<file path="src/rtl/thermo_level_encoder_pkg.sv">
// Shared types, constants and helpers for the thermometer-to-level encoder.
// Latency: n/a (pure declarations and combinational functions).
// Backpressure: none; consumers evaluate these helpers combinationally.
package thermo_level_encoder_pkg;

    localparam logic [7:0] LEVEL_STEP = 8'h20;
    localparam int         N_SEGS     = 8;

    typedef enum logic [1:0] {
        IDLE   = 2'd0,
        SETTLE = 2'd1,
        COMMIT = 2'd2
    } state_t;

    // Segment count 0..8 to bar-graph level: 0 -> 00, k -> 32*k-1 (9-bit math, truncated).
    function automatic logic [7:0] seg_to_level(input logic [3:0] n);
        logic [8:0] t;
        if (n == 4'd0) begin
            t = 9'd0;
        end else begin
            t = 9'(n) * 9'(LEVEL_STEP) - 9'd1;
        end
        return t[7:0];
    endfunction

    // Contiguous ones from bit0 (including all-zero): adding one clears every set bit.
    function automatic logic is_thermo(input logic [N_SEGS-1:0] code);
        logic [N_SEGS-1:0] inc;
        inc = code + N_SEGS'(1);
        return ((code & inc) == '0);
    endfunction

    // Number of set bits; equals the segment count for valid codes.
    function automatic logic [3:0] count_ones(input logic [N_SEGS-1:0] code);
        logic [3:0] c;
        c = 4'd0;
        for (int i = 0; i < N_SEGS; i++) begin
            c = c + 4'(code[i]);
        end
        return c;
    endfunction

endpackage

</file>
<file path="src/rtl/thermo_level_encoder_if.sv">
// Bundle of the thermometer input and the committed level outputs.
// Latency: n/a (wiring only).
// Backpressure: none; level_valid is a fire-and-forget one-cycle pulse.
interface thermo_level_encoder_if;
    import thermo_level_encoder_pkg::*;

    logic [N_SEGS-1:0] therm;
    logic [7:0]        level;
    logic              level_valid;
    logic              bubble_err;
    logic [3:0]        seg_count;

    // Front-end side: drives the raw code, observes the result.
    modport master (
        output therm,
        input  level,
        input  level_valid,
        input  bubble_err,
        input  seg_count
    );

    // Encoder side.
    modport slave (
        input  therm,
        output level,
        output level_valid,
        output bubble_err,
        output seg_count
    );
endinterface

</file>
<file path="src/rtl/thermo_level_encoder_sync_ff_chain.sv">
// Multi-flop synchronizer for an asynchronous bus (bits are synchronized independently).
// Latency: DEPTH cycles from d_i to q_o.
// Backpressure: none; samples every cycle.
module sync_ff_chain #(
    parameter int WIDTH = 8,
    parameter int DEPTH = 2
) (
    input  logic             clk,
    input  logic             reset,
    input  logic [WIDTH-1:0] d_i,
    output logic [WIDTH-1:0] q_o
);

    logic [WIDTH-1:0] sync_q [DEPTH];

    // Shift the raw input through DEPTH flops; all stages clear on reset.
    always_ff @(posedge clk) begin
        if (reset) begin
            for (int i = 0; i < DEPTH; i++) begin
                sync_q[i] <= '0;
            end
        end else begin
            sync_q[0] <= d_i;
            for (int i = 1; i < DEPTH; i++) begin
                sync_q[i] <= sync_q[i-1];
            end
        end
    end

    assign q_o = sync_q[DEPTH-1];

endmodule

</file>
<file path="src/rtl/thermo_level_encoder.sv">
// Thermometer code -> debounced bar-graph level; optional popcount bubble repair (THERMO_BUBBLE_FIX_EN).
// Latency: SYNC_STAGES + STABLE_CYCLES + 1 cycles from first sampling edge to new level/level_valid.
// Backpressure: none; level_valid is a single-cycle pulse, never two in a row.
module thermo_level_encoder
    import thermo_level_encoder_pkg::*;
#(
    parameter int STABLE_CYCLES = 16,
    parameter int SYNC_STAGES   = 2
) (
    input logic                 clk,
    input logic                 reset,
    thermo_level_encoder_if.slave bus
);

    localparam int CNT_W = $clog2(STABLE_CYCLES + 1);
    localparam logic [CNT_W-1:0] CNT_MAX = CNT_W'(STABLE_CYCLES);

    logic [N_SEGS-1:0] s;
    logic [3:0]        n_s;
    logic              s_thermo;
    logic              sample_ok;

    state_t            state_q, state_d;
    logic [3:0]        cand_q, cand_d;
    logic [CNT_W-1:0]  cnt_q, cnt_d;
    logic [CNT_W-1:0]  cnt_inc;
    logic [7:0]        level_q, level_d;
    logic [3:0]        seg_q, seg_d;
    logic              lv_q, lv_d;
    logic              bubble_q, bubble_d;

    sync_ff_chain #(
        .WIDTH (N_SEGS),
        .DEPTH (SYNC_STAGES)
    ) u_sync (
        .clk   (clk),
        .reset (reset),
        .d_i   (bus.therm),
        .q_o   (s)
    );

    assign s_thermo = is_thermo(s);
    // For valid codes popcount is the segment count; for bubbles it is the repaired count.
    assign n_s      = count_ones(s);
`ifdef THERMO_BUBBLE_FIX_EN
    // Repaired bubbles debounce like any other sample.
    assign sample_ok = 1'b1;
`else
    // Bubbled samples are ignored entirely by the debouncer.
    assign sample_ok = s_thermo;
`endif

    assign cnt_inc = (cnt_q == CNT_MAX) ? cnt_q : cnt_q + CNT_W'(1);

    // FSM state register plus debounce bookkeeping.
    always_ff @(posedge clk) begin
        if (reset) begin
            state_q <= IDLE;
            cand_q  <= 4'd0;
            cnt_q   <= '0;
        end else begin
            state_q <= state_d;
            cand_q  <= cand_d;
            cnt_q   <= cnt_d;
        end
    end

    // Next-state logic: track a candidate count until it has been stable long enough.
    always_comb begin
        state_d = state_q;
        cand_d  = cand_q;
        cnt_d   = cnt_q;
        case (state_q)
            IDLE: begin
                if (sample_ok && (n_s != seg_q)) begin
                    cand_d  = n_s;
                    cnt_d   = CNT_W'(1);
                    state_d = (STABLE_CYCLES == 1) ? COMMIT : SETTLE;
                end
            end
            SETTLE: begin
                if (sample_ok) begin
                    if (n_s == cand_q) begin
                        cnt_d = cnt_inc;
                        if (cnt_inc == CNT_MAX) begin
                            state_d = COMMIT;
                        end
                    end else if (n_s == seg_q) begin
                        // Input fell back to the committed value: the excursion was a glitch.
                        state_d = IDLE;
                    end else begin
                        cand_d = n_s;
                        cnt_d  = CNT_W'(1);
                    end
                end
            end
            COMMIT: begin
                state_d = IDLE;
            end
            default: begin
                state_d = IDLE;
            end
        endcase
    end

    // Output next-values: commit the candidate only while in COMMIT; bubbles latch the error.
    always_comb begin
        level_d  = level_q;
        seg_d    = seg_q;
        lv_d     = 1'b0;
        bubble_d = bubble_q | ~s_thermo;
        if (state_q == COMMIT) begin
            level_d = seg_to_level(cand_q);
            seg_d   = cand_q;
            lv_d    = 1'b1;
        end
    end

    // Registered outputs so level and level_valid change on the same edge.
    always_ff @(posedge clk) begin
        if (reset) begin
            level_q  <= 8'h00;
            seg_q    <= 4'd0;
            lv_q     <= 1'b0;
            bubble_q <= 1'b0;
        end else begin
            level_q  <= level_d;
            seg_q    <= seg_d;
            lv_q     <= lv_d;
            bubble_q <= bubble_d;
        end
    end

    assign bus.level       = level_q;
    assign bus.seg_count   = seg_q;
    assign bus.level_valid = lv_q;
    assign bus.bubble_err  = bubble_q;

endmodule

</file>
<file path="src/flat_wrapper.sv">
// flat-port wrapper written by rule: the top's interface ports become plain ports
module thermo_level_encoder_flat import thermo_level_encoder_pkg::*;
#(
    parameter int STABLE_CYCLES = 16,
    parameter int SYNC_STAGES   = 2
)
  (clk, reset, bus_therm, bus_level, bus_level_valid, bus_bubble_err, bus_seg_count);
  thermo_level_encoder_if bus_i ();
  input logic clk;
  input logic reset;
  input wire logic [$bits(bus_i.therm)-1:0] bus_therm;
  output wire logic [$bits(bus_i.level)-1:0] bus_level;
  output wire logic [$bits(bus_i.level_valid)-1:0] bus_level_valid;
  output wire logic [$bits(bus_i.bubble_err)-1:0] bus_bubble_err;
  output wire logic [$bits(bus_i.seg_count)-1:0] bus_seg_count;
  assign bus_i.therm = bus_therm;
  assign bus_level = bus_i.level;
  assign bus_level_valid = bus_i.level_valid;
  assign bus_bubble_err = bus_i.bubble_err;
  assign bus_seg_count = bus_i.seg_count;
  thermo_level_encoder #(.STABLE_CYCLES(STABLE_CYCLES), .SYNC_STAGES(SYNC_STAGES)) u_core (.clk(clk), .reset(reset), .bus(bus_i));
endmodule
</file>
<file path="config.mk">
export PLATFORM = sky130hd
export DESIGN_NAME = thermo_level_encoder_flat
export DESIGN_NICKNAME = d
export VERILOG_FILES = /design/src/rtl/thermo_level_encoder_pkg.sv /design/src/rtl/thermo_level_encoder_if.sv /design/src/rtl/thermo_level_encoder_sync_ff_chain.sv /design/src/rtl/thermo_level_encoder.sv /design/src/flat_wrapper.sv
export SDC_FILE = /design/constraint.sdc
export NUM_CORES = 1
export LEC_CHECK = 0
export ABC_CLOCK_PERIOD_IN_PS = 5080
export CELL_PAD_IN_SITES_DETAIL_PLACEMENT = 1
export CELL_PAD_IN_SITES_GLOBAL_PLACEMENT = 2
export CORE_UTILIZATION = 34
export DETAILED_ROUTE_END_ITERATION = 8
export GPL_ROUTABILITY_DRIVEN = 0
export PLACE_DENSITY_LB_ADDON = 0.08
export SYNTH_ARGS = -nofsm -noshare
export SYNTH_HDL_FRONTEND = slang
export SYNTH_HIERARCHICAL = 1
export SYNTH_SLANG_ARGS = --single-unit
</file>
<file path="constraint.sdc">
create_clock -name clk -period 5.08 [get_ports clk]
set_clock_uncertainty 0.05 [all_clocks]
set_input_delay 1.27 -clock clk [delete_from_list [all_inputs] [get_ports clk]]
set_output_delay 1.27 -clock clk [all_outputs]
set_load 0.01 [all_outputs]
</file>
### Yosys cells after proc, flatten, opt, wreduce, memory -nomap -nowiden

Memory sizes are Yosys's and may differ from the RTL's.
Cells that the tools add are included.

* flip-flop bits (word level): 25
* RAM bits: 16
* input port bits: 10
* output and inout bits: 14
* word-level logic and storage cells: 69
* memories kept: 1

Memories
* u_core.u_sync.sync_q: depth 2, width 8, rd ports 2, clocked after memory_dff 0, wr ports 2, line thermo_level_encoder_sync_ff_chain.sv:14 `logic [WIDTH-1:0] sync_q [DEPTH];`

* add/subtract/negate cells: 10
* equality and inequality tests: 14
* mux-type cells: 24
* bitwise gates (word level): 5
* reductions and logical operators: 8

Operator list (count)
* $mux 5: 5
* $add 4x1->4: 6
* $mux 8: 3
* $mux 4: 4
* $eq 5x5->1 const B: 2
* $mux 2: 5
* $pmux 5 s2: 1
* $add 8x1->8 const B: 1
* $and 8x8->8: 1
* $eq 4x4->1: 2
* $logic_not 8->1: 1
* $pmux 4 s2: 1
* $reduce_and 4->1: 2
* $sub 8x1->8 const B: 1
* $add 5x1->5 const B: 1
* $reduce_and 5->1: 1
* $logic_not 4->1: 1
* $mux 1: 4
* $ne 2x1->1 const B: 2
* $ne 2x2->1 const B: 2
* $ne 4x4->1: 1
* $pmux 2 s2: 1
* $ne 3x1->1 const B: 1
* $ne 3x2->1 const B: 1
* 9 further kinds: 11

### Longest topological paths before layout

An unclocked memory read counts as a cell.

* depth in word-level cells: 13
* depth in mapped cells: 14
* depth with buffers taken out: 12

### Cells and area by module

Netlist, hierarchy kept.

By module, submodules not included
* thermo_level_encoder: instances 1, cells an instance 176, area an instance 1476.4 µm², seq. area each 420.4 µm²
* sync_ff_chain: instances 1, cells an instance 41, area an instance 524.3 µm², seq. area each 320.3 µm²

### Least setup slack after synthesis

OpenSTA, ideal clock, no wires.

* kind: reg-to-reg
* from: memory u_core.u_sync.sync_q[1][0], in the netlist u_core/u_sync/sync_q[0][8]
* to: register u_core.cnt_q[2]
* library setup time: 0.125 ns
* arrival time: 3.623 ns
* data required time: 4.905 ns
* setup slack: 1.282 ns
* cell stages (with the launch flop): 14
* path buffers: 1
* period minus slack after synthesis: 3.798 ns
* cells stage by stage: dfxtp_1 buf_4 fa_1 inv_1 fa_1 fa_1 inv_1 ha_1 fa_1 xor2_1 nor3_2 nand3_1 o311ai_2 o22ai_1

RTL lines
* start: declaration: line thermo_level_encoder_sync_ff_chain.sv:14
* end signal: assignment: line thermo_level_encoder.sv:64 `cnt_q <= cnt_d;`
* end: declaration: line thermo_level_encoder.sv:25 `logic [CNT_W-1:0] cnt_q, cnt_d;`

==> flow_summary_export.csv <==
group,metric,value,unit
outcome,status,"finished, final reports clean",
clock_network,htree_levels,2,
critical_path,cp_max_fo,8,
route,drcViolationCount,0,
global_routing,grt_max_degree,19,
synth,avgSynthCellArea,9.22,um^2
clock_network,cts_tree,"built",
timing,slew-limit-headroom,47.7,%
pwr,power.switching,0.000209,W
placed_design,io_buffers,23,
critical_path,critPathKind,"register to register",
placed_design,place.detailed.hpwl,3400,um
min_path,hold_class,"register to register",
clock_network,clockRootBuffer,"clkbuf_8",
timing,min_period_over_period,80.2,%
critical_path,start_kind,"register",
pwr,intPower,0.000528,W
global_routing,grt_pass1_vias,1602,
route,postRouteAntennaNets,0,
pwr,leakagePower,0.883,nW
pwr,swShare,28.4,%
pwr,pwr_density_cell,322,nW/um^2
cells_and_area,final_nets,246,
synth,ys_warn_count,6,
synth,synth_ff_type,"dfxtp_1",
route,vias,1509,
die,core,5570,um^2
die,io_pins,24,
timing,timing.fmax,245,MHz
synth,synth_seq_cells,37,
cells_and_area,layout_commonest_cell,"dfxtp_1",
timing,finalSetupViolCount,0,
cells_and_area,diodes,0,
clock_network,cts_setup_buffers,0,
global_routing,antenna_found_initial,0,
timing,drv_slew,0,
global_routing,track_usage,16.2,%
route,wl_met3,144,um
synth,syn_area,2000,um^2
global_routing,grt_pass1_wl,7690,um
pwr,peakVddDrop,0.000145,V
die,rows,27,
global_routing,grt_remaining_overflow,0,
cells_and_area,drive_above_1_share,13.3,%
die,dieHeight,78.7,um
clock_network,cts_num_sinks,37,
route,top_layer,"met4",
cells_and_area,fin_cells,298,
die,die_w,78.7,um
route,vias_per_cell,5.06,
clock_network,cts_resized,0,
timing,hold_viol_final,0,
timing,tightest_slew,0.781,ns
pwr,p_clk_share,35.8,%
die,die-area,6200,um^2
synth,synth_cell_types,47,
clock_network,numCtsBuffers,5,
critical_path,crit_arrival,4.21,ns
critical_path,cp-end-kind,"register",
cells_and_area,syn2layout_area_growth,14.5,%
synth,async_reset_ff_share,0,%
cells_and_area,final_cell_mix,"dfxtp_1, clkdlybuf4s50_1, nand2_1",
route,wl_met2,2200,um
timing,final.min_clock_period,4.08,ns
die,start_util,35.9,%
placed_design,dpl.cell_count,290,
cells_and_area,multi_input_area,1050,um^2
route,dr.pass1.iters,4,
cells_and_area,regArea,741,um^2
critical_path,cp.required,5.21,ns
clock_network,cts_max_path_buffers,2,
timing,fin_tns_setup,0,ns
flow_run,cap_violations,0,
clock_network,clk_pin_slew,0.08,ns
cells_and_area,fillers,654,
clock_network,clock_latency,0.29,ns
route,wl,4380,um
clock_network,holdBufCountCts,0,
synth,syn-instance-count,217,
route,wire_per_inst,14.7,um
synth,ys_seq_area_share,37.0,%
synth,syn_nets,238,
synth,synth-edff-count,0,
pwr,seq_power_share,44.1,%
route,wirelength_met1,1950,um
timing,rsz0062_at_grt,"false",
pwr,power_frac_comb,20.1,%
route,dr.first_iter.drc_count,50,
## final cells by class
| type | instances | area share [%] |
|---|---|---|
| well taps | 72 | 3.93 |
| repair buffers | 24 | 10.4 |
| multi-input cells | 143 | 45.8 |
| inverters | 14 | 2.29 |
| clock inverters | 2 | 1.64 |
| flip-flops and latches | 37 | 32.3 |
| clock buffers | 6 | 3.60 |
## registers in the layout, summed over array words and instances (netlist names)
register / flops
u_core/bus.seg_count: 4
u_core/cand_q: 4
u_core/u_sync/sync_q: 16
u_core/cnt_q: 5
u_core/bus.level: 4
u_core/state_q: 2
u_core/bus.level_valid: 1
u_core/bus.bubble_err: 1
## cells in the mapped netlist, types with 2 or more instances
master | n | area, um^2
or3_1 | 2 | 12.5
nor2_1 | 11 | 41.3
nor2b_2 | 7 | 61.3
and2b_2 | 6 | 52.6
a2111oi_2 | 2 | 30.0
buf_2 | 3 | 15.0
a31oi_1 | 2 | 12.5
dfxtp_1 | 37 | 741
xor3_1 | 2 | 47.6
buf_6 | 3 | 33.8
xor2_1 | 6 | 52.6
a21oi_1 | 10 | 50.1
fa_1 | 4 | 80.1
nor2b_1 | 7 | 43.8
nand4_1 | 5 | 31.3
clkbuf_1 | 5 | 18.8
o31ai_1 | 3 | 22.5
nand3_1 | 9 | 45.0
ha_1 | 7 | 87.6
nand3b_1 | 2 | 15.0
buf_4 | 12 | 90.1
nand2_1 | 17 | 63.8
nor3_2 | 2 | 20.0
o21ai_0 | 10 | 50.1
nor3_1 | 5 | 25.0
and3_1 | 4 | 25.0
inv_1 | 14 | 52.6
## power groups by stage
stage / registers [W] / clock network, W / logic (W)
after detailed placement: 0.000331 / 0 / 0.000149
after global routing: 0.000328 / 0.000290 / 0.000165
after floorplan: 0.000320 / 0 / 0.000132
after CTS: 0.000325 / 0.000277 / 0.000150
after global placement: 0.000332 / 0 / 0.000144
final: 0.000325 / 0.000264 / 0.000148
## worst paths after layout
kind / start / to / slack (ns) / depth (start not counted)
worst min-delay path: u_core/u_sync/sync_q[0][2] / u_core/u_sync/sync_q[0][10] / 0.40 / 1
worst max register to register: u_core/u_sync/sync_q[0][8] / u_core/cnt_q[2] / 1.00 / 12
worst max-delay path: u_core/u_sync/sync_q[0][8] / u_core/cnt_q[2] / 1.00 / 12
worst min register to register: u_core/u_sync/sync_q[0][2] / u_core/u_sync/sync_q[0][10] / 0.40 / 1
## layer usage
layer / track usage (%) / up-vias
met4: 7.41 / 0
met5: 0 / -
li1: - / 754
met3: 3.68 / 10
met1: 19.1 / 718
met2: 27.8 / 27
## logic make-up after synthesis
group / synth area share, %
buf+inv: 10.5
compound gates: 13.9
xor+xnor: 5.44
fa+ha+maj: 8.38
simple gates: 24.2
flops: 37.0
mux: 0.500
## stage by stage
| stage | util (%) | power (W) | area, um^2 | hold WS [ns] | setup slack [ns] |
|---|---|---|---|---|---|
| finish | 41.1 | 0.000737 | 2290 | 0.401 | 1.00 |
| global route | 41.1 | 0.000782 | 2290 | 0.426 | 0.808 |
| CTS | 41.1 | 0.000751 | 2290 | 0.403 | 0.993 |
| detailed placement | 38.9 | 0.000480 | 2170 | 0.379 | 0.987 |
| global placement | 38.9 | 0.000475 | 2170 | 0.380 | 1.17 |
| floorplan | - | 0.000451 | 2000 | 0.364 | 1.28 |
## worst max-delay path: stages (launching register included)
cell	delay, ns
dfxtp_1	0.35
fa_1	0.54
inv_1	0.05
fa_1	0.45
fa_1	0.49
inv_1	0.04
ha_1	0.23
fa_1	0.46
xor3_1	0.23
nor3_2	0.25
nand3_1	0.35
o311ai_2	0.36
o22ai_1	0.10
Power figures use the tool's default switching activity.
